[src/rtl/branch_compare_pipe.sv]
// Pipelined branch-resolution comparator with valid/ready handshake, flush,
// mispredict detection and a saturating count of retired taken branches.
module branch_compare_pipe #(
  parameter int WIDTH     = 16,
  parameter int LATENCY   = 1,
  parameter int CNT_WIDTH = 8
) (
  input  logic                 CLK,
  input  logic                 RST,
  input  logic [WIDTH-1:0]     FirstInput,
  input  logic [WIDTH-1:0]     SecondInput,
  input  logic [2:0]           OPCode,
  input  logic                 PredictTaken,
  input  logic                 InValid,
  output logic                 InReady,
  input  logic                 Flush,
  output logic                 OutValid,
  input  logic                 OutReady,
  output logic                 BranchComparison,
  output logic                 Mispredict,
  output logic [CNT_WIDTH-1:0] TakenCount
);

  localparam logic [2:0] OP_BNE  = 3'd0;
  localparam logic [2:0] OP_BGE  = 3'd1;
  localparam logic [2:0] OP_BLTU = 3'd2;
  localparam logic [2:0] OP_BGEU = 3'd3;
  localparam logic [2:0] OP_BEQ  = 3'd4;
  localparam logic [2:0] OP_BLT  = 3'd5;

  function automatic logic resolve(input logic [WIDTH-1:0] a,
                                   input logic [WIDTH-1:0] b,
                                   input logic [2:0]       op);
    logic eq, ltu, lts, res;
    eq  = (a == b);
    ltu = (a < b);
    lts = ($signed(a) < $signed(b));
    case (op)
      OP_BNE:  res = !eq;
      OP_BGE:  res = !lts;
      OP_BLTU: res = ltu;
      OP_BGEU: res = !ltu;
      OP_BEQ:  res = eq;
      OP_BLT:  res = lts;
      default: res = 1'b1;
    endcase
    return res;
  endfunction

  logic out_advance;
  logic first_advance;
  logic accept;
  logic retire;

  assign out_advance = !OutValid || OutReady;
  // Flush forces ready so upstream never stalls on a cycle that discards everything.
  assign InReady     = first_advance || Flush;
  assign accept      = InValid && first_advance && !Flush;
  assign retire      = OutValid && OutReady && !Flush;

  generate
    if (LATENCY == 1) begin : g_lat1
      assign first_advance = out_advance;

      always_ff @(posedge CLK or posedge RST) begin
        if (RST) begin
          OutValid         <= 1'b0;
          BranchComparison <= 1'b0;
          Mispredict       <= 1'b0;
        end else if (Flush) begin
          OutValid <= 1'b0;
        end else if (out_advance) begin
          OutValid <= accept;
          if (accept) begin
            BranchComparison <= resolve(FirstInput, SecondInput, OPCode);
            Mispredict       <= resolve(FirstInput, SecondInput, OPCode) ^ PredictTaken;
          end
        end
      end
    end else if (LATENCY == 2) begin : g_lat2
      logic             s1_valid;
      logic [WIDTH-1:0] s1_a;
      logic [WIDTH-1:0] s1_b;
      logic [2:0]       s1_op;
      logic             s1_pred;
      logic             s1_taken;

      assign first_advance = !s1_valid || out_advance;
      assign s1_taken      = resolve(s1_a, s1_b, s1_op);

      always_ff @(posedge CLK or posedge RST) begin
        if (RST) begin
          s1_valid <= 1'b0;
          s1_a     <= '0;
          s1_b     <= '0;
          s1_op    <= '0;
          s1_pred  <= 1'b0;
        end else if (Flush) begin
          s1_valid <= 1'b0;
        end else if (first_advance) begin
          s1_valid <= accept;
          if (accept) begin
            s1_a    <= FirstInput;
            s1_b    <= SecondInput;
            s1_op   <= OPCode;
            s1_pred <= PredictTaken;
          end
        end
      end

      // Result registers only load with real data so a stalled result stays stable.
      always_ff @(posedge CLK or posedge RST) begin
        if (RST) begin
          OutValid         <= 1'b0;
          BranchComparison <= 1'b0;
          Mispredict       <= 1'b0;
        end else if (Flush) begin
          OutValid <= 1'b0;
        end else if (out_advance) begin
          OutValid <= s1_valid;
          if (s1_valid) begin
            BranchComparison <= s1_taken;
            Mispredict       <= s1_taken ^ s1_pred;
          end
        end
      end
    end else begin : g_bad_latency
      $error("branch_compare_pipe: LATENCY must be 1 or 2");
    end
  endgenerate

  always_ff @(posedge CLK or posedge RST) begin
    if (RST) begin
      TakenCount <= '0;
    end else if (retire && BranchComparison && (TakenCount != {CNT_WIDTH{1'b1}})) begin
      TakenCount <= TakenCount + 1'b1;
    end
  end

endmodule

[config.mk]
export PLATFORM = sky130hd
export DESIGN_NAME = branch_compare_pipe
export DESIGN_NICKNAME = d
export VERILOG_FILES = /design/src/rtl/branch_compare_pipe.sv
export SDC_FILE = /design/constraint.sdc
export NUM_CORES = 1
export LEC_CHECK = 0
export CORE_MARGIN = 5
export CORE_UTILIZATION = 45
export CTS_CLUSTER_DIAMETER = 50
export DETAILED_ROUTE_END_ITERATION = 7
export DONT_BUFFER_PORTS = 1
export PLACE_DENSITY = 0.63
export SLEW_MARGIN = 20
export SYNTH_ARGS = -nofsm -noshare
export SYNTH_HDL_FRONTEND = slang
export SYNTH_SLANG_ARGS = --single-unit
export TNS_END_PERCENT = 50
[constraint.sdc]
create_clock -name CLK -period 1.9 [get_ports CLK]
set_input_delay 0.285 -clock CLK [delete_from_list [all_inputs] [get_ports CLK]]
set_output_delay 0.285 -clock CLK [all_outputs]
set_load 0.02 [all_outputs]
==> results of run 1 <==
## registers in the layout (all words and copies together), names as in the netlist
| register | cells |
|---|---|
| OutValid | 1 |
| Mispredict | 1 |
| BranchComparison | 1 |
| TakenCount | 8 |
## cells in the mapped netlist, drive strengths merged (2+ instances only)
master	instances	share of area, %
mux2i	2	1.9
nor3	2	0.95
nor4	2	2.6
o21ai	3	1.8
nand2b	5	3.0
nand2	12	4.3
nand4	6	5.0
nor2	4	1.4
ha	17	20
inv	18	6.4
dfrtp	11	26
a21oi	7	3.3
and3	3	1.8
mux2	2	2.1
xnor2	7	5.8
a21o	2	1.4
nand4b	2	1.7
## worst max-delay path by stage
| stage | startpoint | endpoint | slack, ns | depth (start not counted) |
|---|---|---|---|---|
| global placement | SecondInput[9] | Mispredict$_DFFE_PP0P_ | -0.31 | 9 |
| global route | SecondInput[12] | Mispredict$_DFFE_PP0P_ | -0.14 | 9 |
| floorplan | SecondInput[9] | Mispredict$_DFFE_PP0P_ | -0.20 | 9 |
| finish | SecondInput[12] | Mispredict$_DFFE_PP0P_ | -0.03 | 10 |
| CTS | SecondInput[14] | Mispredict$_DFFE_PP0P_ | -0.06 | 9 |
| detailed placement | SecondInput[9] | Mispredict$_DFFE_PP0P_ | -0.35 | 9 |
## final cells by class
type	count	area [sq um]	share of cell area, %
multi-input combinational	90	773.2	59.14
timing repair buffer	14	107.6	8.230
tap	28	35.03	2.679
inverter	18	90.09	6.890
clock buffer	4	26.28	2.010
sequential	11	275.3	21.05
## through the flow
stage | utilization [%] | setup TNS [ns] | worst slack, ns | total power [mW] | instances
6_report | 58.54 | -0.03329 | -0.03329 | 0.8253 | 165
5_1_grt | 58.54 | -0.2085 | -0.1388 | 0.8861 | 165
4_1_cts | 57.76 | -0.06295 | -0.06295 | 0.8194 | 164
3_5_place_dp | 52.32 | -0.6478 | -0.3454 | 0.6375 | 156
3_3_place_gp | 52.32 | -0.6103 | -0.3149 | 0.6267 | 156
2_1_floorplan | - | -0.3642 | -0.1971 | 0.5372 | 119
## worst register-to-register path: cells and delay by family, from the launching register on
family / cells / cell delay [ns]
AO/OA/AOI/OAI: 1 / 0.31
XOR/XNOR: 1 / 0.12
flip-flops: 1 / 0.38
AND/OR/NAND/NOR: 4 / 0.74
## power breakdown
part / internal, mW / switching [mW] / leakage, nW
Combinational: 0.161 / 0.177 / 0.474
Sequential: 0.278 / 0.0454 / 0.145
Clock: 0.0815 / 0.0833 / 0.0150
## logic make-up after synthesis
kind of cell / Yosys count / synth area share, %
simple gates: 43 / 25.42
compound gates: 18 / 11.16
buf+inv: 18 / 6.413
fa+ha+maj: 17 / 20.19
flops: 11 / 26.13
xor+xnor: 8 / 6.651
mux: 4 / 4.038
## layer usage
metal	wire length [um]	global-route usage, %	vias up	part of all wire, %
li1	-	-	452	-
met3	193	2.851	5	8.0
met2	1255	29.19	36	52
met1	935	15.07	409	39
met5	0	0	-	0
met4	34	5.960	0	1.4
## cell usage in the layout, fill, tap and decap left out, types with 2 or more instances in the layout
cell	instances
o21ai_0	2
ha_4	4
dfrtp_1	11
clkbuf_4	3
and3_1	3
buf_4	13
inv_1	14
a21oi_1	7
nand4b_1	2
xnor2_1	7
nand4_1	5
nor2_1	4
a21o_1	2
nand2_1	11
mux2_2	2
mux2i_1	2
nand2b_1	5
ha_1	13
## timing repair
item	in CTS	in global routing
gates resized for setup	16	2
buffers inserted	3	1
endpoints found under the hold margin	11	0
pin swaps	10	1
setup endpoints to repair	2	2
hold buffers	1	0
==> results by stage, run 1 <==
Run status:
- The flow ran to the end, but the final reports show violations.
- The checks that failed: negative setup slack.

Drt:
- The vias after detailed routing is 902.
- The detailed-route DRC error count is 0.
- The wire length per cell is 14.65 um.
- The count of nets left with antenna violations after detail routing is 0.
- The number of DRC markers in iteration 0 is 8.
- The length of the first detailed-routing pass in iterations is 4.
- In the routed layout, each cell is associated on average with a via count of 5.467.
- The routed design has 2.418 mm of wire.

Run:
- Max-cap violations in this run came to 0.

Clocking:
- The number of clock buffers added by TritonCTS is 3.
- The clock insertion delay at the later pin of the skew report is 0.27 ns.
- The CTS tree is done.
- Counting every sink on the clock net gives 11.
- The clock input transition at the sequential cells of the worst setup and hold paths is 0.07 ns.
- CTS built an H-tree with a depth of 1.
- The number of buffers between clock root and the deepest sink is 2.
- The tree is rooted in a clkbuf_4.

Worst hold path:
- The worst hold path endpoint is OutValid$_DFFE_PP0P_.
- The tightest min-delay check is of the in2reg type.
- The number of stages on the worst hold path is 2.
- The startpoint of the lowest-slack hold path is InValid.

Worst setup path:
- The library cell contributing the largest single delay on the critical path is or3_4.
- The launch instance of the worst register-to-register path is TakenCount[4]$_DFFE_PP0P_.
- The worst setup path is captured at a flip-flop.
- The buffering stage count on the worst path with inverters included is 2.
- The flop-to-flop setup slack is 0.23 ns.
- Walking the worst path, the cells encountered are inv_8 -> ha_4 -> nand4_4 -> nor4_4 -> buf_4 -> o21ai_2 -> nand4_1 -> a21oi_1 -> or3_4 -> a221o_1.
- The cell family with the largest share of critical-path delay is simple AND/OR/NAND/NOR gates.
- The worst reg-to-reg path cell count is 6.
- STA classifies the critical path startpoint as an input port.
- The largest incremental delay on the critical path is 0.39 ns.
- The worst-path maximum fanout is 3.
- The critical register-to-register path endpoint is TakenCount[7]$_DFFE_PP0P_.
- At the worst endpoint, the required time is 2.06 ns.
- The class of the most critical setup path is in2reg.
- The endpoint arrival time on the critical path is 2.09 ns.

Floorplan:
- The effective utilization at floorplan is 47.17%.
- The floorplan step set the die width to 58.39 um.
- The die footprint is 3409 sq um.
- The number of rows in the core area is 17.
- Pin placement for this block handled 53 I/O pins.
- The die is 58.39 um tall.
- The floorplan step defined a core boundary enclosing 2233 sq um.

Timing:
- The share of the cycle needed by the critical path after routing is 101.8%.
- The worst clock skew is 0.0002625 ns.
- Once routing completed, OpenROAD measured the worst setup slack at -0.03329 ns.
- Derived from the worst setup path, the maximum achievable clock frequency is 517.3 MHz.
- Setup repair after global routing could not meet its margin everywhere.
- The worst slew margin relative to its limit is 71.79%.
- Setup violations remaining at the end of the flow were counted as 1.
- The number of hold violations in the final report is 0.
- The shortest period the worst path allows is 1.933 ns.
- The hold slack is 0.1410 ns.
- The number of pins exceeding their max-slew limit in the final report is 0.
- The pin slew with the least headroom to its limit is 0.4227 ns.

Layout:
- For this run, the post-layout net count is 196.
- Compared with the post-synthesis result, the final layout area differs by 24.11%.
- The number of antenna diodes in the final layout is 0.
- The number of fillers in the final layout is 218.
- After routing the design area is 1308 sq um.
- In the final layout, the share of cells above drive strength 1 is 26.28%.

GRT:
- The overall fraction of global-route tracks in use is 14.88%.
- The initial antenna violation count is 0.
- The maximum number of pins on one net before global-route repair is 12.
- The global route total overflow is 0.
- The first global-routing pass estimated 3.967 mm of wire.
- The number of global-route vias before repair is 955.

Yosys:
- The mapped cell area is 1054 sq um.
- The mean cell area of the mapped netlist is 8.853 sq um.
- Yosys printed 0 warnings.
- The share of the Yosys chip area taken by registers is 26.13%.
- Counting flops and latches in the post-synthesis netlist gives 11.
- The unique cell type count in the Yosys netlist is 34.
- Synthesis produced 119 cells.
- Among all flip-flop cells after synthesis, the most frequent one is dfrtp_1.
- In this run, synthesis inferred 0 flip-flops with an integrated enable.
- When the netlist entered floorplanning its net count stood at 177.
- The async set-reset flop share out of synthesis is 100.0%.

Place:
- Buffers placed on the I/O ports in this run total 0.
- After detailed placement, the total cell area comes to 1169 sq um.
- Summed over all nets, the half-perimeter wirelength after detailed placement is 1.895 mm.
- Routability-driven placement finished with a final weighted congestion of 0.7954.

Power and ir drop:
- The worst ir drop on vdd is 0.5756 mV.
- The reported leakage power is 0.6335 nW.
- Dividing total power by cell area gives a power density of 631.2 nW/um^2.
(Power assumes the default switching activity.)
==> run 2, diff against run 1 <==
--- a/config.mk
+++ b/config.mk
@@ -6,11 +6,11 @@
 export NUM_CORES = 1
 export LEC_CHECK = 0
 export CORE_MARGIN = 5
-export CORE_UTILIZATION = 45
+export CORE_UTILIZATION = 55
 export CTS_CLUSTER_DIAMETER = 50
 export DETAILED_ROUTE_END_ITERATION = 7
 export DONT_BUFFER_PORTS = 1
-export PLACE_DENSITY = 0.63
+export PLACE_DENSITY = 0.73
 export SLEW_MARGIN = 20
 export SYNTH_ARGS = -nofsm -noshare
 export SYNTH_HDL_FRONTEND = slang
==> run 2 against run 1 <==
The run still ends with negative setup slack left. Setup slack better by 0.0085 ns. Clock skew up 0.0021 ns. Fmax up 0.44%. Largest power group is now registers.
==> results by stage, run 2 (same netlist as run 1, synthesis figures left out) <==
Run status:
- The run finished, with violations left.
- The final reports fail on negative setup slack.

Run:
- The max capacitance violation total is 0 (unchanged).

Worst hold path:
- For hold timing, the worst endpoint is OutValid$_DFFE_PP0P_.
- The kind of path behind the tightest hold check is in2reg.
- The number of stages on the worst hold path was 2 (unchanged).
- The worst hold path begins at InValid.

Layout:
- Counting flops per register, the top entry is TakenCount.
- The final instance area came to 1231 sq um (-5.8%).
- In the layout the commonest cells are 18 x inv_1, 14 x ha_1, 12 x nand2_1, 11 x dfrtp_1, 9 x buf_4.
- The share of final-layout standard cells stronger than drive strength 1 is 18.80% (-7.5 points).
- The post-synthesis to final-layout area growth is 16.86%.
- The most common library cell in the layout ignoring fill and taps is inv_1.
- The net total in the final layout is 192 (-2.0%).
- The total inserted antenna cells is 0 (unchanged).
- The flip-flop count of the largest register after layout is 8 (unchanged).

Timing:
- The final-layout setup total negative slack is -0.02478 ns (+0.008516 ns).
- The hold slack is 0.1452 ns (+0.004184 ns).
- The pin slew with the least headroom to its limit is 0.4335 ns (+0.01083 ns).
- Setup repair after global routing could not meet its margin everywhere.
- The number of pins exceeding their max-slew limit in the final report is 0 (unchanged).
- The share of the cycle needed by the critical path after routing is 101.3% (-0.45 points).
- The shortest period the worst path allows is 1.925 ns (-0.008516 ns).
- The final setup violation count was 1 (unchanged).
- The worst slew margin relative to its limit is 70.96% (-0.83 points).
- The worst clock skew is 0.002341 ns (+0.002078 ns).
- The upper clock frequency limit was 519.5 MHz (+0.44%).
- The number of hold violations in the final report is 0 (unchanged).
- The final setup slack of the worst path came to -0.02478 ns (+0.008516 ns).

Floorplan:
- The die footprint is 2891 sq um (-15%).
- The I/O pin count is 53 (unchanged).
- The effective utilization at floorplan is 59.09% (+12 points).
- The number of rows in the core area is 15 (-2).
- The floorplan core area is 1783 sq um (-20%).
- The die boundary height is 53.77 um (-7.9%).
- The die extent in x was 53.77 um (-7.9%).

Clocking:
- The clock input transition at the sequential cells of the worst setup and hold paths is 0.07 ns (about the same).
- The CTS tree is done.
- The level count of the clock H-tree came to 1 (unchanged).
- The CTS buffer count is 3 (unchanged).
- The root cell of the clock tree is clkbuf_4.
- The sink count of the clock tree was 11 (unchanged).
- The clock insertion delay at the later pin of the skew report is 0.27 ns (about the same).
- The number of buffers between clock root and the deepest sink is 2 (unchanged).

Drt:
- The length of the first detailed-routing pass in iterations was 4 (unchanged).
- The wire length per cell is 14.27 um (-2.7%).
- The number of DRC markers in iteration 0 is 16 (+8).
- The per-cell via count in the routed design is 5.576 (+2.0%).
- The detailed-route DRC error count is 0 (unchanged).
- The total wirelength of the detailed-routed design is 2.254 mm (-6.8%).
- The vias after detailed routing is 881 (-2.3%).
- The count of nets left with antenna violations after detail routing is 0 (unchanged).

Worst setup path:
- The critical register-to-register path endpoint is TakenCount[7]$_DFFE_PP0P_.
- The buffering stage count on the worst path with inverters included came to 1 (-1).
- The largest incremental delay on the critical path is 0.34 ns (-0.05 ns).
- Walking the worst path, the cells encountered are inv_1 -> ha_4 -> nand4_1 -> nor4_4 -> nand2_1 -> mux2i_1 -> o211ai_1 -> or3_1 -> a221o_1.
- The launch instance of the worst register-to-register path is TakenCount[4]$_DFFE_PP0P_.
- The critical path is of the in2reg type.
- The endpoint type of the worst setup path is a flip-flop.
- The worst-path maximum fanout is 3 (unchanged).
- The critical path data required time is 2.06 ns (about the same).
- The flop-to-flop setup slack came to 0.13 ns (-0.10 ns).
- The largest individual stage delay along the critical path comes from the cell or3_1.
- The endpoint arrival time on the critical path was 2.08 ns (about the same).
- The worst reg-to-reg path cell count is 6 (unchanged).
- The cell family with the largest share of critical-path delay is simple AND/OR/NAND/NOR gates.
- The element type at the critical path start is an input port.

Place:
- The placed instance area was 1165 sq um (-0.32%).
- The total of buffers placed on input and output ports is 0 (unchanged).
- The placer's final routability congestion estimate came to 0.7527 (-5.4%).
- The final HPWL from detailed placement was 1.902 mm (+0.40%).

Power and ir drop:
- The power density of the placed cells was 646.1 nW/um^2 (+2.4%).
- The reported leakage power is 0.6140 nW (-3.1%).
- The worst ir drop on vdd came to 0.6862 mV (+19%).

GRT:
- The maximum number of pins on one net before global-route repair was 12 (unchanged).
- The wire length of the first global-routing pass came to 3.753 mm (-5.4%).
- The overall fraction of global-route tracks in use is 17.54% (+2.7 points).
- The global route total overflow was 0 (unchanged).
- The number of global-route vias before repair was 900 (-5.8%).
- The initial antenna violation count is 0 (unchanged).
[run 2: cell type report]
type / instances / area [sq um]
inverters: 18 / 67.56
well taps: 25 / 31.28
clock buffers: 4 / 26.28
flip-flops and latches: 11 / 275.3
multi-input cells: 90 / 753.2
fillers: 150 / 551.8
repair buffers: 10 / 77.57
[run 2: stage by stage]
| stage | utilization (%) | setup WS (ns) | instances | power, mW |
|---|---|---|---|---|
| 3_3_place_gp | 65.33 | -0.2953 | 153 | 0.6249 |
| 2_1_floorplan | - | -0.1971 | 119 | 0.5372 |
| 5_1_grt | 69.05 | -0.1492 | 158 | 0.8633 |
| 6_report | 69.05 | -0.02478 | 158 | 0.7955 |
| 4_1_cts | 68.07 | -0.02062 | 158 | 0.8024 |
| 3_5_place_dp | 65.33 | -0.3303 | 153 | 0.6350 |
[run 2: layer usage]
layer / part of all wire [%] / global-route usage, % / vias to the layer above
met5: 0 / 0 / -
met4: 0.84 / 5.106 / 0
met3: 8.8 / 6.371 / 2
met2: 46 / 28.43 / 39
met1: 45 / 21.64 / 397
li1: - / - / 443
[run 2: worst max-delay path by stage]
stage                         start                     end  cells past startpoint
floorplan            SecondInput[9]  Mispredict$_DFFE_PP0P_                      9
global placement     SecondInput[9]  Mispredict$_DFFE_PP0P_                      9
detailed placement   SecondInput[9]  Mispredict$_DFFE_PP0P_                      9
CTS                 SecondInput[13]  Mispredict$_DFFE_PP0P_                      9
global route         SecondInput[9]  Mispredict$_DFFE_PP0P_                      9
finish               SecondInput[9]  Mispredict$_DFFE_PP0P_                      9
[run 2: repair_timing]
| item | in CTS | in global routing |
|---|---|---|
| hold endpoints to repair | 11 | 0 |
| gates resized for setup | 1 | 2 |
| hold buffers | 1 | 0 |
| setup buffers | 0 | 0 |
| pin swaps | 2 | 1 |
| endpoints found under the setup margin | 2 | 2 |
[run 2: where the power goes]
group          internal [mW]  total, mW  switching [mW]  leakage (nW)
sequential             0.278      0.319          0.0416         0.145
combinational          0.145      0.318           0.172         0.454
clock                 0.0813      0.159          0.0774        0.0150
